[src/rtl/swc_cell_pkg.sv]
// rtl/swc_cell_pkg.sv - shared widths, descriptor layout, FSM encoding and helpers for the cell TX path
package swc_cell_pkg;

    localparam int BEAT_W         = 128;
    localparam int BYTE_W         = 8;
    localparam int BYTES_PER_BEAT = BEAT_W / BYTE_W;
    localparam int DESC_W         = 16;
    localparam int PM_LSB         = 8;
    localparam int PM_W           = 4;
    localparam int BEATS_LSB      = 0;
    localparam int BEATS_W        = 8;
    localparam int STAT_W         = 16;
    localparam int MIN_BEATS_DEF  = 4;
    localparam int MAX_BEATS_DEF  = 95;

    typedef enum logic [2:0] {
        ST_IDLE = 3'd0,
        ST_PASS = 3'd1,
        ST_DROP = 3'd2,
        ST_PAD  = 3'd3,
        ST_PTR  = 3'd4
    } swc_state_e;

    function automatic logic [DESC_W-1:0] make_desc(input logic [PM_W-1:0] pm,
                                                    input logic [BEATS_W-1:0] beats);
        logic [DESC_W-1:0] d;
        d = '0;
        d[PM_LSB +: PM_W]       = pm;
        d[BEATS_LSB +: BEATS_W] = beats;
        return d;
    endfunction

    function automatic logic [STAT_W-1:0] sat_inc(input logic [STAT_W-1:0] v);
        return (v == {STAT_W{1'b1}}) ? v : v + 1'b1;
    endfunction

endpackage

[src/rtl/switch_cell_tx_if.sv]
// rtl/switch_cell_tx_if.sv - byte ingress stream, cell fifo write ports and core backpressure
interface switch_cell_tx_if;
    import swc_cell_pkg::*;

    logic [BYTE_W-1:0] in_data;
    logic              in_valid;
    logic              in_sof;
    logic              in_eof;
    logic [PM_W-1:0]   in_portmap;
    logic [BEAT_W-1:0] i_cell_data_fifo_din;
    logic              i_cell_data_fifo_wr;
    logic [DESC_W-1:0] i_cell_ptr_fifo_din;
    logic              i_cell_ptr_fifo_wr;
    logic              i_cell_bp;

    modport master (
        output in_data, in_valid, in_sof, in_eof, in_portmap, i_cell_bp,
        input  i_cell_data_fifo_din, i_cell_data_fifo_wr,
               i_cell_ptr_fifo_din, i_cell_ptr_fifo_wr
    );

    modport slave (
        input  in_data, in_valid, in_sof, in_eof, in_portmap, i_cell_bp,
        output i_cell_data_fifo_din, i_cell_data_fifo_wr,
               i_cell_ptr_fifo_din, i_cell_ptr_fifo_wr
    );

endinterface

[src/rtl/swc_byte_packer.sv]
// rtl/swc_byte_packer.sv - 8-to-128 byte accumulator, flushes a partial beat on eof, emits zero pad beats
module swc_byte_packer
    import swc_cell_pkg::*;
(
    input  logic              clk,
    input  logic              rst,
    input  logic              byte_valid_i,
    input  logic [BYTE_W-1:0] byte_data_i,
    input  logic              flush_i,
    input  logic              pad_i,
    output logic              emit_o,
    output logic [BEAT_W-1:0] beat_data_o,
    output logic              beat_wr_o
);

    logic [BEAT_W-1:0] acc_q;
    logic [BEAT_W-1:0] acc_d;
    logic [BEAT_W-1:0] beat_q;
    logic [3:0]        idx_q;
    logic              wr_q;
    logic [6:0]        bit_hi;

    // Byte k of a beat occupies the k-th byte from the top.
    assign bit_hi = 7'(BEAT_W - 1) - {idx_q, 3'b000};

    always_comb begin
        acc_d = acc_q;
        acc_d[bit_hi -: BYTE_W] = byte_data_i;
    end

    assign emit_o = (byte_valid_i & ((idx_q == 4'(BYTES_PER_BEAT - 1)) | flush_i)) | pad_i;

    always_ff @(posedge clk or posedge rst) begin
        if (rst) begin
            acc_q  <= '0;
            beat_q <= '0;
            idx_q  <= '0;
            wr_q   <= 1'b0;
        end else begin
            wr_q <= emit_o;
            if (byte_valid_i) begin
                if (emit_o) begin
                    beat_q <= acc_d;
                    acc_q  <= '0;
                    idx_q  <= '0;
                end else begin
                    acc_q  <= acc_d;
                    idx_q  <= idx_q + 4'd1;
                end
            end else if (pad_i) begin
                beat_q <= '0;
            end
        end
    end

    assign beat_data_o = beat_q;
    assign beat_wr_o   = wr_q;

endmodule

[src/rtl/switch_cell_tx.sv]
// rtl/switch_cell_tx.sv - frame-to-cell transmit FSM; statistics counters built only with SWC_TX_STATS_EN
module switch_cell_tx
    import swc_cell_pkg::*;
#(
    parameter int MAX_BEATS = MAX_BEATS_DEF,
    parameter int MIN_BEATS = MIN_BEATS_DEF
)(
    input  logic              clk,
    input  logic              rst,
    switch_cell_tx_if.slave   bus,
    output logic [STAT_W-1:0] stat_frames,
    output logic [STAT_W-1:0] stat_drop_bp,
    output logic [STAT_W-1:0] stat_drop_nomap
);

    localparam logic [BEATS_W-1:0] MAX_B = BEATS_W'(MAX_BEATS);
    localparam logic [BEATS_W-1:0] MIN_B = BEATS_W'(MIN_BEATS);

    swc_state_e         state_q;
    logic [BEATS_W-1:0] beats_q;
    logic [BEATS_W-1:0] beats_base;
    logic [BEATS_W-1:0] beats_d;
    logic [PM_W-1:0]    portmap_q;
    logic               drop_pend_q;
    logic               drop_pend_d;
    logic [DESC_W-1:0]  ptr_din_q;
    logic               ptr_wr_q;
    logic               sof_ev;
    logic               eof_ev;
    logic               admit;
    logic               accept;
    logic               pad;
    logic               emit;

    assign sof_ev = bus.in_valid & bus.in_sof;
    assign eof_ev = bus.in_valid & bus.in_eof;
    assign admit  = (state_q == ST_IDLE) & sof_ev & ~bus.i_cell_bp & (|bus.in_portmap);
    assign accept = admit | ((state_q == ST_PASS) & bus.in_valid & (beats_q < MAX_B));
    assign pad    = (state_q == ST_PAD);

    assign beats_base = (state_q == ST_IDLE) ? '0 : beats_q;
    assign beats_d    = beats_base + {{(BEATS_W-1){1'b0}}, emit};

    // A new SOF arriving while the previous frame pads or posts its descriptor
    // is dropped; remember it until its eof shows up.
    assign drop_pend_d = (drop_pend_q | sof_ev) & ~eof_ev;

    swc_byte_packer u_packer (
        .clk          (clk),
        .rst          (rst),
        .byte_valid_i (accept),
        .byte_data_i  (bus.in_data),
        .flush_i      (bus.in_eof),
        .pad_i        (pad),
        .emit_o       (emit),
        .beat_data_o  (bus.i_cell_data_fifo_din),
        .beat_wr_o    (bus.i_cell_data_fifo_wr)
    );

    always_ff @(posedge clk or posedge rst) begin
        if (rst) begin
            state_q     <= ST_IDLE;
            beats_q     <= '0;
            portmap_q   <= '0;
            drop_pend_q <= 1'b0;
            ptr_din_q   <= '0;
            ptr_wr_q    <= 1'b0;
        end else begin
            ptr_wr_q <= 1'b0;
            case (state_q)
                ST_IDLE: begin
                    if (admit) begin
                        portmap_q <= bus.in_portmap;
                        beats_q   <= beats_d;
                        if (eof_ev)
                            state_q <= (beats_d < MIN_B) ? ST_PAD : ST_PTR;
                        else
                            state_q <= ST_PASS;
                    end else if (sof_ev && !eof_ev) begin
                        state_q <= ST_DROP;
                    end
                end
                ST_PASS: begin
                    beats_q <= beats_d;
                    if (eof_ev)
                        state_q <= (beats_d < MIN_B) ? ST_PAD : ST_PTR;
                end
                ST_PAD: begin
                    beats_q     <= beats_d;
                    drop_pend_q <= drop_pend_d;
                    if (beats_d >= MIN_B)
                        state_q <= ST_PTR;
                end
                ST_PTR: begin
                    ptr_wr_q    <= 1'b1;
                    ptr_din_q   <= make_desc(portmap_q, beats_q);
                    drop_pend_q <= 1'b0;
                    state_q     <= drop_pend_d ? ST_DROP : ST_IDLE;
                end
                ST_DROP: begin
                    if (eof_ev)
                        state_q <= ST_IDLE;
                end
                default: state_q <= ST_IDLE;
            endcase
        end
    end

    assign bus.i_cell_ptr_fifo_din = ptr_din_q;
    assign bus.i_cell_ptr_fifo_wr  = ptr_wr_q;

`ifdef SWC_TX_STATS_EN
    logic [STAT_W-1:0] frames_q;
    logic [STAT_W-1:0] drop_bp_q;
    logic [STAT_W-1:0] drop_nomap_q;
    logic              ev_frame;
    logic              ev_bp;
    logic              ev_nomap;

    assign ev_frame = (state_q == ST_PTR);
    assign ev_bp    = sof_ev & (((state_q == ST_IDLE) & bus.i_cell_bp) |
                                (state_q == ST_PAD) | (state_q == ST_PTR));
    assign ev_nomap = sof_ev & (state_q == ST_IDLE) & ~bus.i_cell_bp & ~(|bus.in_portmap);

    always_ff @(posedge clk or posedge rst) begin
        if (rst) begin
            frames_q     <= '0;
            drop_bp_q    <= '0;
            drop_nomap_q <= '0;
        end else begin
            if (ev_frame) frames_q     <= sat_inc(frames_q);
            if (ev_bp)    drop_bp_q    <= sat_inc(drop_bp_q);
            if (ev_nomap) drop_nomap_q <= sat_inc(drop_nomap_q);
        end
    end

    assign stat_frames     = frames_q;
    assign stat_drop_bp    = drop_bp_q;
    assign stat_drop_nomap = drop_nomap_q;
`else
    assign stat_frames     = '0;
    assign stat_drop_bp    = '0;
    assign stat_drop_nomap = '0;
`endif

endmodule

[src/flat_wrapper.sv]
// flat-port wrapper written by rule: the top's interface ports become plain ports
module switch_cell_tx_flat import swc_cell_pkg::*;
#(
    parameter int MAX_BEATS = MAX_BEATS_DEF,
    parameter int MIN_BEATS = MIN_BEATS_DEF
)
  (clk, rst, stat_frames, stat_drop_bp, stat_drop_nomap, bus_in_data, bus_in_valid, bus_in_sof, bus_in_eof, bus_in_portmap, bus_i_cell_bp, bus_i_cell_data_fifo_din, bus_i_cell_data_fifo_wr, bus_i_cell_ptr_fifo_din, bus_i_cell_ptr_fifo_wr);
  switch_cell_tx_if bus_i ();
  input  logic clk;
  input  logic rst;
  output logic [STAT_W-1:0] stat_frames;
  output logic [STAT_W-1:0] stat_drop_bp;
  output logic [STAT_W-1:0] stat_drop_nomap;
  input wire logic [$bits(bus_i.in_data)-1:0] bus_in_data;
  input wire logic [$bits(bus_i.in_valid)-1:0] bus_in_valid;
  input wire logic [$bits(bus_i.in_sof)-1:0] bus_in_sof;
  input wire logic [$bits(bus_i.in_eof)-1:0] bus_in_eof;
  input wire logic [$bits(bus_i.in_portmap)-1:0] bus_in_portmap;
  input wire logic [$bits(bus_i.i_cell_bp)-1:0] bus_i_cell_bp;
  output wire logic [$bits(bus_i.i_cell_data_fifo_din)-1:0] bus_i_cell_data_fifo_din;
  output wire logic [$bits(bus_i.i_cell_data_fifo_wr)-1:0] bus_i_cell_data_fifo_wr;
  output wire logic [$bits(bus_i.i_cell_ptr_fifo_din)-1:0] bus_i_cell_ptr_fifo_din;
  output wire logic [$bits(bus_i.i_cell_ptr_fifo_wr)-1:0] bus_i_cell_ptr_fifo_wr;
  assign bus_i.in_data = bus_in_data;
  assign bus_i.in_valid = bus_in_valid;
  assign bus_i.in_sof = bus_in_sof;
  assign bus_i.in_eof = bus_in_eof;
  assign bus_i.in_portmap = bus_in_portmap;
  assign bus_i.i_cell_bp = bus_i_cell_bp;
  assign bus_i_cell_data_fifo_din = bus_i.i_cell_data_fifo_din;
  assign bus_i_cell_data_fifo_wr = bus_i.i_cell_data_fifo_wr;
  assign bus_i_cell_ptr_fifo_din = bus_i.i_cell_ptr_fifo_din;
  assign bus_i_cell_ptr_fifo_wr = bus_i.i_cell_ptr_fifo_wr;
  switch_cell_tx #(.MAX_BEATS(MAX_BEATS), .MIN_BEATS(MIN_BEATS)) u_core (.clk(clk), .rst(rst), .bus(bus_i), .stat_frames(stat_frames), .stat_drop_bp(stat_drop_bp), .stat_drop_nomap(stat_drop_nomap));
endmodule
[config.mk]
export PLATFORM = sky130hd
export DESIGN_NAME = switch_cell_tx_flat
export DESIGN_NICKNAME = d
export VERILOG_FILES = /design/src/rtl/swc_cell_pkg.sv /design/src/rtl/switch_cell_tx_if.sv /design/src/rtl/swc_byte_packer.sv /design/src/rtl/switch_cell_tx.sv /design/src/flat_wrapper.sv
export SDC_FILE = /design/constraint.sdc
export NUM_CORES = 1
export LEC_CHECK = 0
export ABC_AREA = 1
export CORE_ASPECT_RATIO = 2
export CORE_MARGIN = 2
export CORE_UTILIZATION = 35
export DETAILED_ROUTE_END_ITERATION = 16
export HOLD_SLACK_MARGIN = 0.1
export SLEW_MARGIN = 10
export SYNTH_ARGS = -nofsm -noshare
export SYNTH_HDL_FRONTEND = slang
export SYNTH_SLANG_ARGS = --single-unit
[constraint.sdc]
create_clock -name clk -period 29.6 [get_ports clk]
set_input_delay 4.44 -clock clk [delete_from_list [all_inputs] [get_ports clk]]
set_output_delay 4.44 -clock clk [all_outputs]
set_load 0.005 [all_outputs]
==> flow_summary_export.csv <==
group,metric,value,unit
outcome,status,"complete, no violations",
sta,rsz0062_at_grt,"no",
place,postPlaceCellArea,0.0151,mm^2
cells_and_area,nFillCells,3765,
synth,yosys_warnings,0,
synth,synth.cell_area,0.0135,mm^2
grt,met1_usage,0.219,
sta,worst_pin_slew,1.05,ns
cells_and_area,utilization,0.421,
power,finalPower,1360,uW
detailed_routing,drc,0,
run,maxCapViolCount,0,
grt,track_usage,0.193,
cts,clkLatencyLatePin,0.56,ns
sta,hold-worst-slack,0.467,ns
grt,grt_pass1_vias,10589,
cells_and_area,design_area,0.0160,mm^2
power,pwr_density_cell,85.2,mW/mm^2
place,hpwl,27.1,mm
cts,cts_buffer_depth,3,
synth,ys_ff_latch,290,
sta,min_period_over_period,0.284,
worst_setup_path,criticalPathCategory,"input pin to register",
cells_and_area,drive_gt1_frac,0.0559,
sta,slew_violations,0,
detailed_routing,drt_iter0_markers,901,
sta,timing.final.crit_period,8.39,ns
worst_setup_path,worstPathRequired,30.04,ns
sta,fmax,119,MHz
synth,synth_cell_types,42,
floorplanning,fp.dieW,143,um
synth,avgSynthCellArea,8.78,um^2
detailed_routing,drt_first_pass_iters,7,
worst_setup_path,worstSetupStartpointType,"input pin",
floorplanning,die_h,282,um
cts,tritoncts,"yes",
worst_setup_path,cp-end-kind,"register",
hold_path,worstHoldPathType,"register to register",
synth,synth_edf_count,0,
synth,synth-seq-area-share,0.536,
grt,grt.met2_usage,0.356,
floorplanning,core.rowCount,101,
sta,relSlewSlack,0.293,
sta,hold_viol,0,
cts,numCtsBuffers,27,
floorplanning,start_util,0.356,
sta,tns,0,ns
cts,cts-root-buf,"clkbuf_16",
synth,yosysTopAreaCell,"dfrtp_1",
cts,clk_pin_slew,0.06,ns
cts,post_cts_buffers,0,
floorplanning,core-area,0.0380,mm^2
worst_setup_path,crit_arrival,8.83,ns
sta,setup_viol,0,
synth,synth_area_leaders,"dfrtp_1 (54%), nand2_1 (12%), o211ai_1 (4.7%)",
sta,skew,0.0103,ns
synth,async_flop_share,1.00,
worst_setup_path,crit_fanout,70,
detailed_routing,viasPerCell,4.96,
grt,overflow,0,
detailed_routing,wire_per_inst,17.9,um
power,leakage,0.00688,uW
grt,busiest_layer,"met2",
detailed_routing,wirelength,39.1,mm
place,port_buffers,159,
grt,met3_usage,0.0179,
synth,yosysTopAreaCellShare,0.536,
grt,antenna_found_initial,0,
synth,synth_flop_cell,"dfrtp_1",
cells_and_area,antenna_cells,0,
detailed_routing,antenna_left,0,
place,gp_congestion,0.866,
floorplanning,dieArea,0.0403,mm^2
cts,cts_resized,0,
detailed_routing,vias,10817,
cts,htree_num_levels,1,
cells_and_area,final_nets,1671,
cts,cts-hold-fix-buffers,0,
cts,cts_num_sinks,290,
cells_and_area,syn_to_final_growth,18.3,%
synth,syn_inst,1540,
grt,grt_max_degree,139,
floorplanning,pin_count,212,
power,peakVddDrop,0.0000572,V
grt,grt_pass1_wl,60.4,mm
## worst max-delay path, stage by stage
cell	delay, ns
clkdlybuf4s50_1	0.52
nand2_1	0.10
nor2_1	0.17
nand3_4	0.16
nand2_4	0.52
nand2_1	0.13
inv_2	0.07
buf_4	0.63
nor2_8	0.28
inv_2	0.13
ha_1	0.18
ha_1	0.20
nand2_1	0.06
nand3b_1	0.20
o21ai_0	0.24
nand2_1	0.11
nor2_2	0.18
nand3_1	0.13
nand2_1	0.16
inv_1	0.07
nand2_1	0.07
nand2_1	0.05
## registers in the layout, indices dropped and copies added, names as in the netlist
name,count
u_core.u_packer.beat_data_o,128
u_core.u_packer.idx_q,4
u_core.u_packer.acc_q,128
u_core.bus.i_cell_ptr_fifo_din,12
u_core.bus.i_cell_ptr_fifo_wr,1
u_core.state_q,3
u_core.beats_q,8
u_core.u_packer.beat_wr_o,1
u_core.drop_pend_q,1
u_core.portmap_q,4
## where the power goes
part | total, uW | internal, uW | switching (uW)
clock network | 361 | 203 | 158
logic | 441 | 156 | 285
registers | 560 | 494 | 65.9
total | 1360 | 853 | 509
## routing by layer
layer	up-vias	part of all wire
li1	5232	-
met3	86	0.048
met1	5144	0.38
met2	355	0.52
met5	-	0
met4	0	0.053
## path summary, 6_finish.rpt
path,start,endpoint,slack (ns),depth (start not counted)
worst max-delay path,bus_in_valid,u_core.state_q[0],21.21,22
worst min-delay path,u_core.bus.i_cell_ptr_fifo_din[8],u_core.bus.i_cell_ptr_fifo_din[8],0.47,2
worst max register to register,u_core.state_q[0],u_core.state_q[0],25.02,22
worst min register to register,u_core.bus.i_cell_ptr_fifo_din[8],u_core.bus.i_cell_ptr_fifo_din[8],0.47,2
max in group asynchronous,rst,u_core.u_packer.beat_data_o[26],23.44,3
min in group asynchronous,rst,u_core.u_packer.beat_data_o[85],4.47,2
## logic make-up (layout without fill, tap and decap cells)
group | count (synthesis) | after routing | share of synthesized area
AO/OA/AOI/OAI | 409 | 409 | 0.175
XOR/XNOR | 1 | 1 | 0.000648
adder cells (fa/ha/maj) | 8 | 8 | 0.00740
buffers and inverters | 268 | 342 | 0.104
flip-flops | 290 | 290 | 0.536
multiplexers | 6 | 6 | 0.00499
other | 1 | 52 | 0.000277
AND/OR/NAND/NOR | 557 | 557 | 0.172
## cells in the mapped netlist (2+ instances only)
cell type / number
buf_1: 3
nand2_1: 450
nor3_2: 3
clkbuf_1: 22
nor3_4: 7
mux2_2: 6
inv_4: 2
dfrtp_1: 290
a211oi_1: 14
inv_1: 112
nand2_4: 2
nor2_2: 4
buf_2: 43
buf_6: 16
nand3_1: 10
o22ai_1: 32
o21ai_0: 117
o21bai_1: 2
o21ai_1: 105
ha_1: 8
a21oi_1: 46
nor2_1: 48
inv_2: 10
a31oi_1: 3
buf_4: 58
nand3b_1: 2
nor3_1: 18
o211ai_1: 85
nand4_1: 9
## placed cells by master (no fill, tap or decap), drive strengths merged, types with 5 or more instances in the layout
cell,n
a211oi,14
a21oi,46
buf,9
clkbuf,40
clkdlybuf4s50,159
clkinv,5
conb,52
dfrtp,290
ha,8
inv,124
mux2,6
nand2,452
nand3,12
nand4,9
nor2,53
nor3,28
o211ai,85
o21ai,223
o22ai,32
## cell type report
class,count,area (um^2),share of cell area
sequential,290,7260,0.454
multi-input combinational,1033,5060,0.316
timing repair buffer,168,1660,0.104
clock buffer,40,795,0.0497
tap,515,644,0.0403
inverter,125,482,0.0301
clock inverter,9,106,0.00665
## per-stage QoR
stage / cells / setup WS [ns]
after CTS: 2180 / 21.22
after global placement: 2131 / 20.84
after global routing: 2180 / 20.72
final: 2180 / 21.21
after detailed placement: 2131 / 20.67
after floorplan: 1591 / 17.15
Power figures use the tool's default switching activity.
